## src/rtl/fft_r2sdf_stage.sv

```systemverilog
// fft_r2sdf_stage: radix-2 SDF DIF FFT stage; define FFT_SDF_SAT_EN to saturate reductions instead of wrapping
module fft_r2sdf_stage #(
    parameter int DW    = 16,
    parameter int N     = 16,
    parameter int STAGE = 1,
    parameter int SCALE = 0
) (
    input  logic            clk,
    input  logic            rst,
    input  logic            in_valid,
    input  logic            in_sof,
    input  logic [2*DW-1:0] in_data,
    output logic            out_valid,
    output logic            out_sof,
    output logic [2*DW-1:0] out_data
);
    localparam int D  = N >> (STAGE + 1);
    localparam int CW = $clog2(2 * D);
    localparam int PW = $clog2(D + 1);
    localparam int WW = DW + 4;
    localparam int WM = DW + 20;
    localparam int TS = $clog2(64 / N) + STAGE;
`ifdef FFT_SDF_SAT_EN
    localparam logic signed [WW-1:0] SMAX = WW'((1 << (DW - 1)) - 1);
    localparam logic signed [WW-1:0] SMIN = -SMAX - 1;
`endif

    function automatic logic signed [17:0] qc(input logic [4:0] k);
        case (k)
            5'd0:    return 18'sd65536;
            5'd1:    return 18'sd65220;
            5'd2:    return 18'sd64277;
            5'd3:    return 18'sd62714;
            5'd4:    return 18'sd60547;
            5'd5:    return 18'sd57798;
            5'd6:    return 18'sd54491;
            5'd7:    return 18'sd50660;
            5'd8:    return 18'sd46341;
            5'd9:    return 18'sd41576;
            5'd10:   return 18'sd36410;
            5'd11:   return 18'sd30893;
            5'd12:   return 18'sd25080;
            5'd13:   return 18'sd19024;
            5'd14:   return 18'sd12785;
            5'd15:   return 18'sd6424;
            default: return 18'sd0;
        endcase
    endfunction

    function automatic logic signed [DW:0] scl(input logic signed [DW:0] v);
        logic signed [DW+1:0] t;
        t = {v[DW], v} + (DW + 2)'(1);
        return (SCALE != 0) ? t[DW+1:1] : v;
    endfunction

    function automatic logic [DW-1:0] red(input logic signed [WW-1:0] v);
`ifdef FFT_SDF_SAT_EN
        return (v > SMAX) ? SMAX[DW-1:0] : (v < SMIN) ? SMIN[DW-1:0] : v[DW-1:0];
`else
        return v[DW-1:0];
`endif
    endfunction

    logic [CW-1:0] cnt_q, cnt_d, idx, idx_lo;
    logic [PW-1:0] prime_q, prime_d;
    logic [D-1:0] sof_q, sof_d;
    logic [2*DW-1:0] fifo_q [D];
    logic [2*DW-1:0] fifo_d [D];
    logic acc, ph_b, primed;
    logic [4:0] k;
    logic signed [DW-1:0] ar, ai, br, bi;
    logic signed [DW:0] sr, si, dr, di;
    logic signed [17:0] wr, wi;
    logic [2*DW-1:0] push;
    logic s1_valid_q, s1_valid_d, s1_sof_q, s1_sof_d;
    logic signed [DW-1:0] s1_re_q, s1_re_d, s1_im_q, s1_im_d;
    logic signed [17:0] s1_wr_q, s1_wr_d, s1_wi_q, s1_wi_d;
    logic signed [WM-1:0] pr, pi;
    logic out_valid_q, out_valid_d, out_sof_q, out_sof_d;
    logic [2*DW-1:0] out_data_q, out_data_d;

    // counter, priming, sof delay line, butterfly/mux, twiddle lookup and FIFO shift
    always_comb begin
        acc = in_valid && !rst;
        idx = in_sof ? '0 : cnt_q;
        idx_lo = idx & CW'(D - 1);
        ph_b = idx[CW-1];
        primed = prime_q == PW'(D);
        cnt_d = acc ? idx + 1'b1 : cnt_q;
        prime_d = (acc && !primed) ? prime_q + 1'b1 : prime_q;
        sof_d = acc ? D'({sof_q, in_sof}) : sof_q;
        k = 5'({{(32 - CW){1'b0}}, idx_lo} << TS);
        wr = (k <= 5'd16) ? qc(k) : -qc(5'd0 - k);
        wi = (k <= 5'd16) ? -qc(5'd16 - k) : -qc(k - 5'd16);
        {ar, ai} = fifo_q[D-1];
        {br, bi} = in_data;
        sr = scl((DW + 1)'(ar) + (DW + 1)'(br));
        si = scl((DW + 1)'(ai) + (DW + 1)'(bi));
        dr = scl((DW + 1)'(ar) - (DW + 1)'(br));
        di = scl((DW + 1)'(ai) - (DW + 1)'(bi));
        push = ph_b ? {red(WW'(dr)), red(WW'(di))} : in_data;
        fifo_d[0] = acc ? push : fifo_q[0];
        for (int i = 1; i < D; i++) fifo_d[i] = acc ? fifo_q[i-1] : fifo_q[i];
        s1_valid_d = acc && primed;
        s1_sof_d = acc && primed && sof_q[D-1];
        s1_re_d = ph_b ? red(WW'(sr)) : ar;
        s1_im_d = ph_b ? red(WW'(si)) : ai;
        s1_wr_d = ph_b ? 18'sh10000 : wr;
        s1_wi_d = ph_b ? 18'sh00000 : wi;
    end

    // complex twiddle multiply with round-half-up back to Q0
    always_comb begin
        pr = WM'(s1_re_q) * WM'(s1_wr_q) - WM'(s1_im_q) * WM'(s1_wi_q);
        pi = WM'(s1_re_q) * WM'(s1_wi_q) + WM'(s1_im_q) * WM'(s1_wr_q);
        pr = (pr + WM'(32768)) >>> 16;
        pi = (pi + WM'(32768)) >>> 16;
        out_valid_d = s1_valid_q;
        out_sof_d = s1_sof_q;
        out_data_d = {red(WW'(pr)), red(WW'(pi))};
    end

    // control and pipeline registers; rst drops any concurrent sample
    always_ff @(posedge clk) begin
        if (rst) begin
            cnt_q <= '0;
            prime_q <= '0;
            sof_q <= '0;
            s1_valid_q <= 1'b0;
            s1_sof_q <= 1'b0;
            s1_re_q <= '0;
            s1_im_q <= '0;
            s1_wr_q <= '0;
            s1_wi_q <= '0;
            out_valid_q <= 1'b0;
            out_sof_q <= 1'b0;
            out_data_q <= '0;
        end else begin
            cnt_q <= cnt_d;
            prime_q <= prime_d;
            sof_q <= sof_d;
            s1_valid_q <= s1_valid_d;
            s1_sof_q <= s1_sof_d;
            s1_re_q <= s1_re_d;
            s1_im_q <= s1_im_d;
            s1_wr_q <= s1_wr_d;
            s1_wi_q <= s1_wi_d;
            out_valid_q <= out_valid_d;
            out_sof_q <= out_sof_d;
            out_data_q <= out_data_d;
        end
    end

    // feedback FIFO storage is never reset; priming hides stale entries
    always_ff @(posedge clk) begin
        fifo_q <= fifo_d;
    end

    assign out_valid = out_valid_q;
    assign out_sof = out_sof_q;
    assign out_data = out_data_q;
endmodule
```

## config.mk

```make
export PLATFORM = sky130hd
export DESIGN_NAME = fft_r2sdf_stage
export DESIGN_NICKNAME = d
export VERILOG_FILES = /design/src/rtl/fft_r2sdf_stage.sv
export SDC_FILE = /design/constraint.sdc
export NUM_CORES = 2
export LEC_CHECK = 0
export BUFFER_PORTS_ARGS = -buffer_cell sky130_fd_sc_hd__buf_2
export CORE_MARGIN = 10
export CORE_UTILIZATION = 61
export CTS_CLUSTER_SIZE = 40
export DETAILED_ROUTE_END_ITERATION = 10
export PLACE_DENSITY = 0.81
export SYNTH_ARGS = -nofsm -noshare
export SYNTH_HDL_FRONTEND = slang
export SYNTH_SLANG_ARGS = --single-unit
```

## constraint.sdc

```tcl
create_clock -name clk -period 18.4 [get_ports clk]
set_input_delay 0.92 -clock clk [delete_from_list [all_inputs] [get_ports clk]]
set_output_delay 0.92 -clock clk [all_outputs]
set_load 0.01 [all_outputs]
```

==> Flow_metrics.wiki <==
{| class="wikitable"
! Metric !! Value
|-
| Setup bufs post-CTS || 0
|-
| TritonCTS clock tree || done
|-
| Clock transition at the registers of the reported paths || roughly 60 ps
|-
| DRC marker count from the first detailed-route iteration || 1,468
|-
| Launch instance of the worst register-to-register path || s1_re_q[15]
|-
| Cell leakage power || about 0.024 µW
|-
| # clock sinks || 212
|-
| Cell at the root of the clock tree || sky130_fd_sc_hd__clkbuf_16
|-
| Die boundary width || ~280 µm
|-
| Via count || between 20k and 30k
|-
| Initial core utilization || 0.614
|-
| Multiplexer area fraction after synthesis || 0.00220
|-
| Kind of launch point of the worst setup path || flop
|-
| Total count of max-transition violations in the final report || 0
|-
| Count of flip-flops with a built-in enable after synthesis || 128
|-
| Xor/xnor cell area share of the yosys netlist || 0.0283
|-
| Synthesized-area fraction occupied by and/or/nand/nor cells || 0.0554
|-
| Total routing usage reported by global routing || 0.257
|-
| Number of distinct library cells after synthesis || 67
|-
| Remaining number of nets flagged by the antenna check after routing || 0
|-
| Number of global-route vias before repair || 29.7k
|-
| Worst Hold Path Cells || 0
|-
| Flop and latch count out of synthesis || roughly 210
|-
| DRC Markers || 0
|-
| Deepest clock path buffer count || 3
|-
| F_max || ~0.12 GHz
|-
| Kind of end point of the critical path || flop
|-
| Tmin final || around 8600 ps
|-
| I/O pins || 70
|-
| Setup TNS Final || 0 ps
|-
| Skew final || around 25 ps
|-
| Total of cells resized after clock tree synthesis || 0
|-
| Max-cap violations || 0
|-
| Total number of yosys warnings || 0
|-
| Overflow left after global routing || 0
|-
| Insertion delay to the later sink of the worst-skew pair || about 570 ps
|-
| Kind of critical path || reg -> reg
|-
| Period utilisation layout || 0.466
|-
| Cell family contributing the most delay on the critical path || adder cells
|-
| Status || complete, no violations
|-
| Number of buffers created by CTS || 24
|-
| Maximum number of pins on one net before global-route repair || 86
|-
| Area of the mapped netlist || 42,000 µm²
|-
| Path category of the worst min-delay check || reg -> reg
|-
| Via density per instance || 5.23
|-
| Depth of the most critical reg-to-reg path || 25
|-
| Layout-stage area growth over the synthesis result || 5.56%
|-
| Routed Wire Length || between 90,000 and 100,000 µm
|-
| Worst ir drop on vdd || ~0.19 mV
|-
| Worst Path Buf+Inv || 5
|-
| Drt first pass iters || 5
|-
| Number of buffers added on ports || approximately 70
|-
| Proportion of layout cells with a drive suffix above 1 || 0.0331
|-
| Worst-margin pin slew || between 1000 and 1500 ps
|-
| Die H || ~280 µm
|-
| Proportion of synthesized chip area in sequential cells || 0.131
|-
| Power density relative to cell area || roughly 87 nW/µm²
|-
| Biggest fanout along the worst timing path || 8
|-
| Placement-stage cell area || between 40,000 and 50,000 µm²
|-
| Register-to-register path setup slack || 9820 ps
|-
| Mean area per synthesized cell || between 10 and 15 µm²
|-
| Largest family of logic cells by synthesized area || adder cells
|-
| Arrival @ worst endpoint || between 9000 and 10,000 ps
|-
| Most common library cell in the layout ignoring fill and taps || sky130_fd_sc_hd__inv_1
|-
| Synth async-reset ratio || 0
|-
| CTS Hold Bufs || 0
|-
| Number of H-tree branching levels || 1
|-
| Most frequent cells in the layout || sky130_fd_sc_hd__inv_1, sky130_fd_sc_hd__fa_1, sky130_fd_sc_hd__ha_1
|-
| Setup violation total in the final timing report || 0
|-
| Share of the synthesized area in compound gates (AO/OA/AOI/OAI) || 0.0410
|-
| Antenna violations before repair || 6
|-
| Commonest register cell after synthesis || sky130_fd_sc_hd__edfxtp_1
|-
| Adder and majority cell fraction of the synthesized area || 0.610
|-
| Die Area || approximately 80,000 µm²
|-
| Core outline area || 68,500 µm²
|-
| Placed wire-length estimate after detailed placement || roughly 83,000 µm
|-
| Syn Inst Count || just over 4k
|-
| Average wire length per cell after detail routing || about 19 µm
|-
| Hold Fails Final Rpt || 0
|-
| Worst Hold Endpoint || fifo_q[93]
|-
| Total number of placement rows || 96
|-
| Setup repair after global routing missed its margin || no
|-
| Wire length of the first global-routing pass || between 150,000 and 200,000 µm
|-
| Longest individual stage delay on the worst path || between 700 and 800 ps
|-
| Most used cell, CP || sky130_fd_sc_hd__fa_1
|-
| Required time worst endpoint || 18,830 ps
|-
| Master of the slowest instance on the critical path || sky130_fd_sc_hd__dfxtp_1
|-
| Reg2reg end || out_data[15]
|-
| Final nets || 5,606
|-
| HP Start || fifo_q[125]
|-
| Final standard cell area without fillers || 44,400 µm²
|-
| Slew headroom || 0.285
|-
| Final RePlAce weighted congestion || between 0.9 and 1
|}
[power by group]
group | total [µW] | switching (µW) | internal [µW]
logic | 2730 | 1520 | 1210
clock network | 515 | 217 | 298
registers | 593 | 23.3 | 569
[kinds of logic after synthesis]
family	count (synthesis)
buf+inv	1469
fa+ha+maj	1449
simple gates	497
compound gates	255
flops	212
xor+xnor	136
mux	9
other cells	2
[cell usage after synthesis, drive strengths merged (3+ instances only)]
| cell | number | share of area |
|---|---|---|
| o31ai | 14 | 0.0025 |
| and2 | 64 | 0.0095 |
| ha | 449 | 0.13 |
| fa | 1000 | 0.48 |
| o311ai | 3 | 0.00063 |
| a21o | 13 | 0.0023 |
| a211oi | 44 | 0.0080 |
| o211ai | 4 | 0.00071 |
| dfxtp | 84 | 0.040 |
| a21boi | 7 | 0.0013 |
| mux2i | 7 | 0.0017 |
| a311oi | 9 | 0.0019 |
| nand2 | 193 | 0.017 |
| nor3 | 23 | 0.0027 |
| a21oi | 58 | 0.0070 |
| buf | 5 | 0.00054 |
| o21ai | 51 | 0.0061 |
| and3 | 10 | 0.0015 |
| clkbuf | 64 | 0.0057 |
| o22ai | 3 | 0.00045 |
| nand2b | 12 | 0.0018 |
| nor3b | 5 | 0.0010 |
| nor2b | 25 | 0.0037 |
| or3 | 16 | 0.0024 |
| xor2 | 24 | 0.0050 |
| nand3b | 3 | 0.00054 |
| o21bai | 8 | 0.0014 |
| a211o | 5 | 0.0010 |
| nor4 | 4 | 0.00060 |
| nor2 | 110 | 0.0098 |
| a31oi | 6 | 0.00089 |
| xnor2 | 112 | 0.023 |
| or2 | 6 | 0.00089 |
| nand4 | 3 | 0.00045 |
| inv | 1400 | 0.13 |
| o21a | 7 | 0.0013 |
| nand3 | 17 | 0.0020 |
| edfxtp | 128 | 0.091 |
[layer usage]
metal,wire [µm],share of wire,up-vias,global-route usage
met4,4150,0.043,2,0.0921
met3,6310,0.066,205,0.0506
li1,-,-,11840,-
met2,48000,0.50,752,0.441
met1,37400,0.39,13484,0.321
met5,20,0.00021,-,0
[sequential cells by signal, indices dropped and copies added, names as in the netlist, 3 cells and up]
signal / flops
fifo_q: 96
out_data: 32
ai: 16
ar: 16
s1_im_q: 16
s1_re_q: 16
s1_wr_q: 5
sof_q: 4
cnt_q: 3
prime_q: 3
[worst register-to-register path: stages (launching register included)]
cell                        delay (ps)
sky130_fd_sc_hd__dfxtp_1           720
sky130_fd_sc_hd__inv_1             350
sky130_fd_sc_hd__nor2_1            590
sky130_fd_sc_hd__fa_1              530
sky130_fd_sc_hd__inv_1              90
sky130_fd_sc_hd__fa_1              430
sky130_fd_sc_hd__fa_1              510
sky130_fd_sc_hd__inv_1              60
sky130_fd_sc_hd__fa_1              490
sky130_fd_sc_hd__fa_1              570
sky130_fd_sc_hd__fa_1              430
sky130_fd_sc_hd__fa_1              490
sky130_fd_sc_hd__inv_1              50
sky130_fd_sc_hd__fa_1              480
sky130_fd_sc_hd__inv_1              50
sky130_fd_sc_hd__ha_1              280
sky130_fd_sc_hd__o21ai_0            80
sky130_fd_sc_hd__nor2_1            110
sky130_fd_sc_hd__a2111oi_4         340
sky130_fd_sc_hd__a211o_1           250
sky130_fd_sc_hd__a21oi_2           100
sky130_fd_sc_hd__a41o_1            320
sky130_fd_sc_hd__a221o_1           410
sky130_fd_sc_hd__a211o_1           330
sky130_fd_sc_hd__o311ai_1          270
sky130_fd_sc_hd__o31ai_1           120
[area by class of cell]
type | count | area [µm²]
diodes | 3 | 7.51
repair buffers | 82 | 445
fillers | 5289 | 24100
well taps | 882 | 1100
clock buffers | 26 | 608
flip-flops and latches | 212 | 5530
inverters | 1400 | 5260
multi-input cells | 2401 | 31200
clock inverters | 17 | 216
[metrics by stage]
step	setup WS, ps	util	instances	hold WS, ps	total power (µW)
final	9820	0.648	5023	414	3840
after global routing	9410	0.648	5021	418	4280
after CTS	9830	0.648	5020	409	3890
after detailed placement	9850	0.636	4977	405	3340
after global placement	10020	0.636	4977	401	3250
after floorplan	10570	-	4082	400	2690
[how the worst max path moves through the flow]
stage	from	slack [ps]	cells after the start	endpoint
2_1_floorplan	s1_wr_q[0]	10570	27	out_data[15]
3_3_place_gp	s1_wr_q[0]	10020	26	out_data[15]
3_5_place_dp	s1_wr_q[0]	9850	26	out_data[15]
4_1_cts	s1_wr_q[0]	9830	26	out_data[15]
5_1_grt	s1_wr_q[0]	9410	26	out_data[15]
6_report	s1_re_q[15]	9820	25	out_data[15]
Power figures use the tool's default switching activity.
